## src/rtl/fraction_multiplier4_pkg.sv

```systemverilog
// Shared constants, FSM state codes and width helper for the multiplier arbiter.
package fraction_multiplier4_pkg;

  localparam int unsigned OPW = 4;  // signed fraction operand width
  localparam int unsigned PW  = 7;  // signed fraction product width

  // Arbiter FSM state codes
  localparam logic [2:0] S_SYNC  = 3'd0;
  localparam logic [2:0] S_IDLE  = 3'd1;
  localparam logic [2:0] S_START = 3'd2;
  localparam logic [2:0] S_WAIT  = 3'd3;
  localparam logic [2:0] S_DRAIN = 3'd4;

  // Width able to hold the pointer and both cycle counters
  function automatic int unsigned cnt_width(input int unsigned nreq,
                                            input int unsigned wdog_cycles,
                                            input int unsigned sync_cycles);
    int unsigned m;
    m = nreq;
    if (wdog_cycles + 1 > m) m = wdog_cycles + 1;
    if (sync_cycles + 1 > m) m = sync_cycles + 1;
    return (m < 2) ? 1 : $clog2(m);
  endfunction

endpackage

```

## src/rtl/fraction_multiplier4_arbiter_rr_pick.sv

```systemverilog
// Round-robin picker: first set request at or above ptr, wrapping around.
module rr_pick #(
  parameter int unsigned N  = 4,
  parameter int unsigned IW = 2
) (
  input  logic [N-1:0]  req,
  input  logic [IW-1:0] ptr,
  output logic [N-1:0]  pick,
  output logic [IW-1:0] idx
);

  int unsigned best;
  int unsigned off;

  // Choose the requester with the smallest rotational distance from ptr
  always_comb begin
    best = N;
    off  = 0;
    idx  = '0;
    pick = '0;
    for (int k = 0; k < N; k++) begin
      off = (32'(k) + N - 32'(ptr)) % N;
      if (req[k] && (off < best)) begin
        best = off;
        idx  = IW'(k);
      end
    end
    for (int k = 0; k < N; k++) begin
      pick[k] = req[k] && (idx == IW'(k));
    end
  end

endmodule

```

## src/rtl/fraction_multiplier4_arbiter.sv

```systemverilog
// Round-robin sharing of one fraction_multiplier4 among NREQ requesters.
module fraction_multiplier4_arbiter
  import fraction_multiplier4_pkg::*;
#(
  parameter int unsigned NREQ        = 4,
  parameter int unsigned WDOG_CYCLES = 15,
  parameter int unsigned SYNC_CYCLES = 8
) (
  input  logic                 CLK,
  input  logic                 RST_N,
  input  logic [NREQ-1:0]      Req,
  input  logic [OPW*NREQ-1:0]  Mplier_in,
  input  logic [OPW*NREQ-1:0]  Mcand_in,
  output logic [NREQ-1:0]      Gnt,
  output logic [NREQ-1:0]      Ack,
  output logic [PW-1:0]        Result,
  output logic                 Err,
  output logic                 Mul_St,
  output logic [OPW-1:0]       Mul_Mplier,
  output logic [OPW-1:0]       Mul_Mcand,
  input  logic [PW-1:0]        Mul_Product,
  input  logic                 Mul_Done
);

  localparam int unsigned CW = cnt_width(NREQ, WDOG_CYCLES, SYNC_CYCLES);

  logic [2:0]      state, state_nxt;
  logic [CW-1:0]   cnt, cnt_nxt;
  logic [CW-1:0]   ptr, ptr_nxt;
  logic [CW-1:0]   gnt_idx, idx_nxt;
  logic [NREQ-1:0] gnt_nxt, ack_nxt;
  logic [PW-1:0]   result_nxt;
  logic            err_nxt, st_nxt;
  logic [OPW-1:0]  mplier_nxt, mcand_nxt;

  logic [NREQ-1:0] pick;
  logic [CW-1:0]   pick_idx;
  logic [OPW-1:0]  sel_mplier, sel_mcand;
  logic [CW-1:0]   ptr_after;

  rr_pick #(.N(NREQ), .IW(CW)) u_rr_pick (
    .req  (Req),
    .ptr  (ptr),
    .pick (pick),
    .idx  (pick_idx)
  );

  // Operand mux for the requester currently picked
  always_comb begin
    sel_mplier = '0;
    sel_mcand  = '0;
    for (int k = 0; k < NREQ; k++) begin
      if (pick[k]) begin
        sel_mplier = Mplier_in[k*OPW +: OPW];
        sel_mcand  = Mcand_in[k*OPW +: OPW];
      end
    end
  end

  assign ptr_after = (gnt_idx == CW'(NREQ - 1)) ? '0 : gnt_idx + CW'(1);

  // State, pointer, counters and all outputs
  always_ff @(posedge CLK) begin
    if (!RST_N) begin
      state      <= S_SYNC;
      cnt        <= '0;
      ptr        <= '0;
      gnt_idx    <= '0;
      Gnt        <= '0;
      Ack        <= '0;
      Result     <= '0;
      Err        <= 1'b0;
      Mul_St     <= 1'b0;
      Mul_Mplier <= '0;
      Mul_Mcand  <= '0;
    end else begin
      state      <= state_nxt;
      cnt        <= cnt_nxt;
      ptr        <= ptr_nxt;
      gnt_idx    <= idx_nxt;
      Gnt        <= gnt_nxt;
      Ack        <= ack_nxt;
      Result     <= result_nxt;
      Err        <= err_nxt;
      Mul_St     <= st_nxt;
      Mul_Mplier <= mplier_nxt;
      Mul_Mcand  <= mcand_nxt;
    end
  end

  // Next state and next registered outputs
  always_comb begin
    state_nxt  = state;
    cnt_nxt    = cnt;
    ptr_nxt    = ptr;
    idx_nxt    = gnt_idx;
    gnt_nxt    = Gnt;
    ack_nxt    = '0;
    result_nxt = Result;
    err_nxt    = 1'b0;
    st_nxt     = 1'b0;
    mplier_nxt = Mul_Mplier;
    mcand_nxt  = Mul_Mcand;
    case (state)
      // Let a multiplier that survived reset finish before issuing St
      S_SYNC: begin
        if (cnt == CW'(SYNC_CYCLES - 1)) begin
          state_nxt = S_IDLE;
          cnt_nxt   = '0;
        end else begin
          cnt_nxt = cnt + CW'(1);
        end
      end
      S_IDLE: begin
        if (Req != '0) begin
          state_nxt  = S_START;
          gnt_nxt    = pick;
          idx_nxt    = pick_idx;
          mplier_nxt = sel_mplier;
          mcand_nxt  = sel_mcand;
        end
      end
      S_START: begin
        st_nxt    = 1'b1;
        cnt_nxt   = '0;
        state_nxt = S_WAIT;
      end
      S_WAIT: begin
        cnt_nxt = cnt + CW'(1);
        if (Mul_Done) begin
          result_nxt = Mul_Product;
          ack_nxt    = Gnt;
          gnt_nxt    = '0;
          ptr_nxt    = ptr_after;
          state_nxt  = S_DRAIN;
        end else if (cnt == CW'(WDOG_CYCLES)) begin
          result_nxt = '0;
          ack_nxt    = Gnt;
          err_nxt    = 1'b1;
          gnt_nxt    = '0;
          ptr_nxt    = ptr_after;
          state_nxt  = S_DRAIN;
        end
      end
      // Hold off until Done drops so it cannot complete the next job
      S_DRAIN: begin
        if (!Mul_Done) state_nxt = S_IDLE;
      end
      default: begin
        state_nxt = S_SYNC;
        cnt_nxt   = '0;
      end
    endcase
  end

endmodule

```

## config.mk

```make
export PLATFORM = sky130hd
export DESIGN_NAME = fraction_multiplier4_arbiter
export DESIGN_NICKNAME = d
export VERILOG_FILES = /design/src/rtl/fraction_multiplier4_pkg.sv /design/src/rtl/fraction_multiplier4_arbiter_rr_pick.sv /design/src/rtl/fraction_multiplier4_arbiter.sv
export SDC_FILE = /design/constraint.sdc
export NUM_CORES = 1
export LEC_CHECK = 0
export CAP_MARGIN = 30
export CORE_MARGIN = 2
export CORE_UTILIZATION = 47
export DETAILED_ROUTE_END_ITERATION = 7
export PLACE_DENSITY_LB_ADDON = 0.25
export SLEW_MARGIN = 40
export SYNTH_ARGS = -nofsm -noshare
export SYNTH_HDL_FRONTEND = slang
export SYNTH_SLANG_ARGS = --single-unit
```

## constraint.sdc

```tcl
create_clock -name CLK -period 8.89 [get_ports CLK]
set_input_delay 1.778 -clock CLK [delete_from_list [all_inputs] [get_ports CLK]]
set_output_delay 1.778 -clock CLK [all_outputs]
set_load 0.02 [all_outputs]
```

==> flow_summary_export.csv, run 1 <==
group,metric,value,unit
min_path,holdPathStages,2,
timing,skew,7.00,ps
timing,final-setup-viol-count,0,
synthesis,syn_avg_cell_area,8.44,sq um
layout,mostFrequentLayoutCell,"clkdlybuf4s50_1",
timing,hold-worst-slack,469,ps
route,ant_nets,0,
global_route,grt_pass1_wl,7710,microns
synthesis,async_reset_ff_share,0,%
route,drcViolationCount,0,
worst_setup_path,cp_data_arrival_time,5040,ps
layout,area_growth,45.7,%
synthesis,synth_edf_count,0,
synthesis,seq_area_frac_synth,39.4,%
clock_tree,ctsResizeCount,0,
timing,max_freq,0.205,GHz
timing,finalHoldViolCount,0,
clock_tree,insertion_delay,290,ps
worst_setup_path,cp_max_fo,11,
min_path,worstHoldEndpoint,"Mul_Mplier[1]$_SDFFE_PN0P_",
synthesis,synth-seq-cells,36,
power_and_ir_drop,vdd_drop_max,104,uV
timing,period_share,54.8,%
worst_setup_path,timing.rr.start,"ptr[1]$_SDFFE_PN0P_",
clock_tree,clkTransAtPathRegs,70,ps
route,viasPerCell,5.73,
worst_setup_path,critPathLaunchType,"input port",
min_path,hold_start,"Mul_Mplier[1]$_SDFFE_PN0P_",
synthesis,synthFlopType,"dfxtp_1",
route,firstDrtPassIters,4,
global_route,grt_pass1_vias,1625,
worst_setup_path,endpoint_kind,"flip-flop",
timing,post-route-min-period,4870,ps
route,dr.first_iter.drc_count,124,
timing,drv_slew,0,
worst_setup_path,rr_worst_depth,12,
clock_tree,cts_buffers,5,
synthesis,ys_warn_count,0,
worst_setup_path,worst-path-buf-inv,1,
route,vias,1890,
clock_tree,root_buffer,"clkbuf_8",
floorplanning,die_w,66.4,microns
route,avgRoutedWirePerCell,14.8,microns
worst_setup_path,cp_common_cell,"ha_1",
layout,nNetsFinal,331,
layout,antennaDiodeCount,0,
floorplanning,dieArea,4410,sq um
synthesis,synthesis.area,1830,sq um
clock_tree,cts.sinks,36,
worst_setup_path,crit_chain,"clkdlybuf4s50_1, mux2i_1, a21oi_1, ha_1, o22ai_1, o21ai_1, o21ai_0, ha_1, nor2b_1, a2111o_1, nand2_2, o311ai_1",
worst_setup_path,cp_slowest_cell,"clkdlybuf4s50_1",
timing,final.setup.tns,0,ps
floorplanning,die_h,66.4,microns
floorplanning,coreArea,3720,sq um
clock_tree,clock_path_buffers,2,
clock_tree,postCtsSetupBuffers,0,
placed_design,port_buffers,70,
clock_tree,cts_tree,"built",
clock_tree,cts_hold_buf,0,
synthesis,synthDistinctLibCells,52,
run_status,status,"complete, no violations",
layout,drive_above_1_share,7.09,%
floorplanning,rows,22,
synthesis,synthesis.instances,217,
timing,rsz0062_at_grt,"false",
flow_run,cap_violations,0,
route,finalWirelength,4880,microns
worst_setup_path,reg2reg_slack,5700,ps
min_path,min_path_type,"flip-flop to flip-flop",
timing,relSlewSlack,54.5,%
timing,worst_slew_pin_slew,682,ps
synthesis,syn_nets,267,
worst_setup_path,cpLargestDelayFamily,"compound AO/OA/AOI/OAI gates",
global_route,grt_usage,23.2,%
worst_setup_path,crit_type,"input port to flip-flop",
power_and_ir_drop,p_leak,0.977,nW
layout,final_cell_mix,"clkdlybuf4s50_1 (70), dfxtp_1 (36), nor2_1 (27), a21oi_1 (12), o21ai_0 (12)",
worst_setup_path,critical_path_required,9050,ps
power_and_ir_drop,powerDensity,138,nW/um^2
worst_setup_path,r2r_end,"Mul_Mplier[0]$_SDFFE_PN0P_",
global_route,grt_antenna_before_repair,0,
global_route,grt_max_degree,23,
clock_tree,h-tree-depth,2,
worst_setup_path,critPathMaxStageDelay,680,ps
global_route,gr-total-overflow,0,
placed_design,dp_hpwl,3590,microns
floorplanning,initial_core_util,49.3,%
placed_design,place.gp.congestion,0.885,
floorplanning,io_pins,71,
[worst reg2reg max path, delay by kind of cell, from the launching register on]
| kind | cells | cell delay, ps |
|---|---|---|
| DFF | 1 | 440 |
| adders and majority gates | 2 | 600 |
| buffers and inverters | 1 | 100 |
| and+or+nand+nor | 3 | 500 |
| AOI/OAI and AO/OA | 6 | 1430 |
[registers in the layout (all words and copies together), names as in the netlist]
name and cells:
Err 1, gnt_idx 2, cnt 4, Ack 4
ptr 2, Mul_Mplier 4, Mul_Mcand 4, Result 7
Gnt 4, Mul_St 1, state 3
[layer usage]
layer | vias to the layer above | track usage [%] | wire length, microns
met1 | 872 | 32.3 | 2270
li1 | 940 | - | -
met4 | 0 | 9.69 | 68
met5 | - | 0 | 0
met3 | 7 | 5.45 | 324
met2 | 71 | 33.9 | 2220
[how the worst max path moves through the flow]
stage            from                    endpoint  slack, ps  depth (start not counted)
2_1_floorplan  Req[0]         Gnt[2]$_SDFFE_PN0P_       4610                         12
3_3_place_gp   Req[0]  Mul_Mplier[1]$_SDFFE_PN0P_       3770                         12
3_5_place_dp   Req[0]   Mul_Mcand[3]$_SDFFE_PN0P_       3600                         12
4_1_cts        Req[0]   Mul_Mcand[3]$_SDFFE_PN0P_       3870                         12
5_1_grt        Req[0]  Mul_Mplier[0]$_SDFFE_PN0P_       3780                         13
6_report       Req[0]  Mul_Mplier[0]$_SDFFE_PN0P_       4020                         12
[metrics by stage]
stage	cells	setup slack, ps	utilization, %	power, mW	instance area, sq um
after floorplan	217	4610	-	0.188	1830
after global placement	322	3770	68.2	0.213	2530
after detailed placement	322	3600	68.2	0.214	2530
after CTS	330	3870	71.6	0.369	2660
after global routing	330	3780	71.8	0.381	2670
final	330	4020	71.8	0.367	2670
[logic make-up after synthesis]
logic type | after synthesis | share of synthesized area, %
muxes | 2 | 1.09
and+or+nand+nor | 83 | 24.3
AOI/OAI and AO/OA | 70 | 27.2
DFF | 36 | 39.4
buffers and inverters | 21 | 4.78
xor gates and xnor gates | 1 | 0.479
adders and majority gates | 4 | 2.73
[Yosys cell counts, types with 2 or more instances]
cell type | instances | area, sq um
a21oi_1 | 12 | 60.1
a221oi_1 | 5 | 43.8
a222oi_1 | 2 | 20.0
a22oi_1 | 8 | 60.1
a31oi_1 | 5 | 31.3
a32oi_1 | 6 | 52.6
and2_1 | 8 | 50.1
and3_1 | 6 | 37.5
buf_2 | 7 | 35.0
clkbuf_1 | 6 | 22.5
dfxtp_1 | 36 | 721
ha_1 | 4 | 50.1
inv_1 | 7 | 26.3
mux2i_1 | 2 | 20.0
nand2_1 | 10 | 37.5
nand2b_1 | 4 | 25.0
nand3_1 | 6 | 30.0
nand3b_1 | 4 | 30.0
nor2_1 | 27 | 101
nor2b_1 | 2 | 12.5
nor3_1 | 3 | 15.0
nor3b_1 | 2 | 15.0
o21a_1 | 2 | 15.0
o21ai_0 | 12 | 60.1
o31ai_1 | 4 | 30.0
[layout make-up]
type / count / area [sq um]
fill: 286 / 1050
multi-input combinational: 160 / 1030
sequential: 36 / 721
timing repair buffer: 70 / 701
clock buffer: 7 / 96.3
tap: 48 / 60.1
clock inverter: 1 / 30.0
inverter: 8 / 30.0
[where the power goes]
| group | internal [mW] | leakage, nW | total [mW] | switching [mW] |
|---|---|---|---|---|
| clock | 0.0989 | 0.0645 | 0.156 | 0.0575 |
| sequential | 0.163 | 0.290 | 0.166 | 0.00231 |
| combinational | 0.0267 | 0.622 | 0.0454 | 0.0187 |
(Power assumes the default switching activity.)
==> run 2: changes to the inputs <==
--- a/config.mk
+++ b/config.mk
@@ -7,7 +7,7 @@
 export LEC_CHECK = 0
 export CAP_MARGIN = 30
 export CORE_MARGIN = 2
-export CORE_UTILIZATION = 47
+export CORE_UTILIZATION = 43
 export DETAILED_ROUTE_END_ITERATION = 7
 export PLACE_DENSITY_LB_ADDON = 0.25
 export SLEW_MARGIN = 40
==> constraint.sdc (replaced) <==
create_clock -name CLK -period 4.7 [get_ports CLK]
set_input_delay 0.94 -clock CLK [delete_from_list [all_inputs] [get_ports CLK]]
set_output_delay 0.94 -clock CLK [all_outputs]
set_load 0.02 [all_outputs]
==> run 2 against run 1 <==
  * Critical path depth grew 2
  * Clock skew shrank 2.5 ps
  * Sequential cell count is the same
  * Utilization shrank 6.7 points
  * Cell area shrank 1.0%
  * Final cell count grew 1.2%
  * Total power grew 68%
  * Non-clock buffer count grew 2
  * Die area grew 8.7%
  * Highest routed layer unchanged
==> flow_summary_export.csv, run 2 (same netlist as run 1, synthesis figures left out) <==
group,metric,value,unit
route,finalWirelength,5080,microns
layout,mostFrequentLayoutCell,"clkdlybuf4s50_1",
layout,largest_register,"Result",
timing,drv_slew,0,
worst_setup_path,crit_chain,"clkdlybuf4s50_1, mux2i_1, a21oi_1, ha_1, o22ai_1, o21ai_1, buf_4, nand2_1, o21ai_0, ha_1, nor2b_1, a2111o_1, nand2_2, o311ai_1",
clock_tree,cts.sinks,36,
placed_design,post_dp_cell_area,2550,sq um
clock_tree,h-tree-depth,2,
global_route,grt_usage,21.6,%
route,avgRoutedWirePerCell,15.2,microns
floorplanning,rows,23,
route,drcViolationCount,0,
flow_run,cap_violations,0,
route,dr.first_iter.drc_count,102,
floorplanning,coreArea,4060,sq um
route,firstDrtPassIters,4,
floorplanning,die_h,69.2,microns
timing,skew,4.48,ps
floorplanning,initial_core_util,45.1,%
clock_tree,root_buffer,"clkbuf_8",
timing,worst_slack,679,ps
power_and_ir_drop,p_leak,0.969,nW
timing,period_share,85.6,%
global_route,grt_pass1_wl,8450,microns
timing,post-route-min-period,4020,ps
layout,drive_above_1_share,7.39,%
placed_design,dp_hpwl,3840,microns
floorplanning,die_w,69.2,microns
timing,final-setup-viol-count,0,
global_route,grt_antenna_before_repair,0,
layout,final_core_util,65.0,%
worst_setup_path,critical_path_required,4870,ps
route,vias,1867,
min_path,min_path_type,"flip-flop to flip-flop",
power_and_ir_drop,vdd_drop_max,164,uV
worst_setup_path,cp_slowest_cell,"clkdlybuf4s50_1",
placed_design,post-place-ws,430,ps
power_and_ir_drop,total_power,0.617,mW
route,viasPerCell,5.59,
global_route,grt_max_degree,23,
worst_setup_path,critPathMaxStageDelay,680,ps
run_status,status,"complete, no violations",
clock_tree,cts_tree,"built",
power_and_ir_drop,powerDensity,234,nW/um^2
global_route,grt_pass1_vias,1753,
clock_tree,postCtsSetupBuffers,0,
global_route,gr-total-overflow,0,
clock_tree,clkTransAtPathRegs,80,ps
layout,nNetsFinal,333,
clock_tree,clock_path_buffers,2,
worst_setup_path,crit_type,"input port to flip-flop",
timing,finalHoldViolCount,0,
clock_tree,ctsResizeCount,0,
worst_setup_path,cp_common_cell,"ha_1",
worst_setup_path,cp_data_arrival_time,4190,ps
worst_setup_path,endpoint_kind,"flip-flop",
layout,area_growth,44.2,%
floorplanning,dieArea,4790,sq um
layout,largest_reg_flops,7,
timing,worst_slew_pin_slew,669,ps
clock_tree,cts_buffers,5,
worst_setup_path,critPathLaunchType,"input port",
route,ant_nets,0,
clock_tree,insertion_delay,290,ps
layout,antennaDiodeCount,0,
placed_design,place.gp.congestion,0.824,
timing,relSlewSlack,55.3,%
worst_setup_path,cp_max_fo,11,
placed_design,port_buffers,70,
floorplanning,io_pins,71,
timing,max_freq,0.249,GHz
layout,final_cell_area,2640,sq um
clock_tree,cts_hold_buf,0,
timing,rsz0062_at_grt,"false",
layout,final_cell_mix,"clkdlybuf4s50_1 (70), dfxtp_1 (36), nor2_1 (27), a21oi_1 (12), o21ai_0 (12)",
timing,final.setup.tns,0,ps
run 2: worst max-delay path: cells and delay by family:
family                   cells  cell delay [ps]
AO/OA/AOI/OAI                6             1080
multiplexers                 1              270
AND/OR/NAND/NOR              3              390
buffers and inverters        2              850
adder cells (fa/ha/maj)      2              650
run 2: path summary, 6_finish.rpt:
kind                                     startpoint  cells past startpoint  slack [ps]                          to
worst max-delay path                         Req[0]                     14         680  Mul_Mplier[0]$_SDFFE_PN0P_
worst max register to register  ptr[1]$_SDFFE_PN0P_                     14        1500  Mul_Mplier[0]$_SDFFE_PN0P_
worst min-delay path            Gnt[3]$_SDFFE_PN0P_                      2         470         Gnt[3]$_SDFFE_PN0P_
worst min register to register  Gnt[3]$_SDFFE_PN0P_                      2         470         Gnt[3]$_SDFFE_PN0P_
run 2: layout make-up:
class / instances / area, sq um
repair buffers: 72 / 716
clock buffers: 5 / 68.8
clock inverters: 3 / 18.8
inverters: 8 / 30.0
flip-flops and latches: 36 / 721
fillers: 352 / 1420
well taps: 50 / 62.6
multi-input cells: 160 / 1020
run 2: through the flow:
step,hold WS (ps),std cells
after floorplan,489,217
after global placement,446,326
after detailed placement,457,326
after CTS,471,334
after global routing,481,334
final,474,334
run 2: metal layers:
metal / routed length, microns / up-vias / track usage, %
met5: 0 / - / 0
met4: 61 / 0 / 5.88
met2: 2470 / 49 / 36.3
met1: 2270 / 875 / 27.9
li1: - / 938 / -
met3: 276 / 5 / 5.09
run 2: report_power, final:
group	switching, mW	internal (mW)
Sequential	0.00433	0.309
Combinational	0.0351	0.0513
Clock	0.114	0.103
Total	0.153	0.463
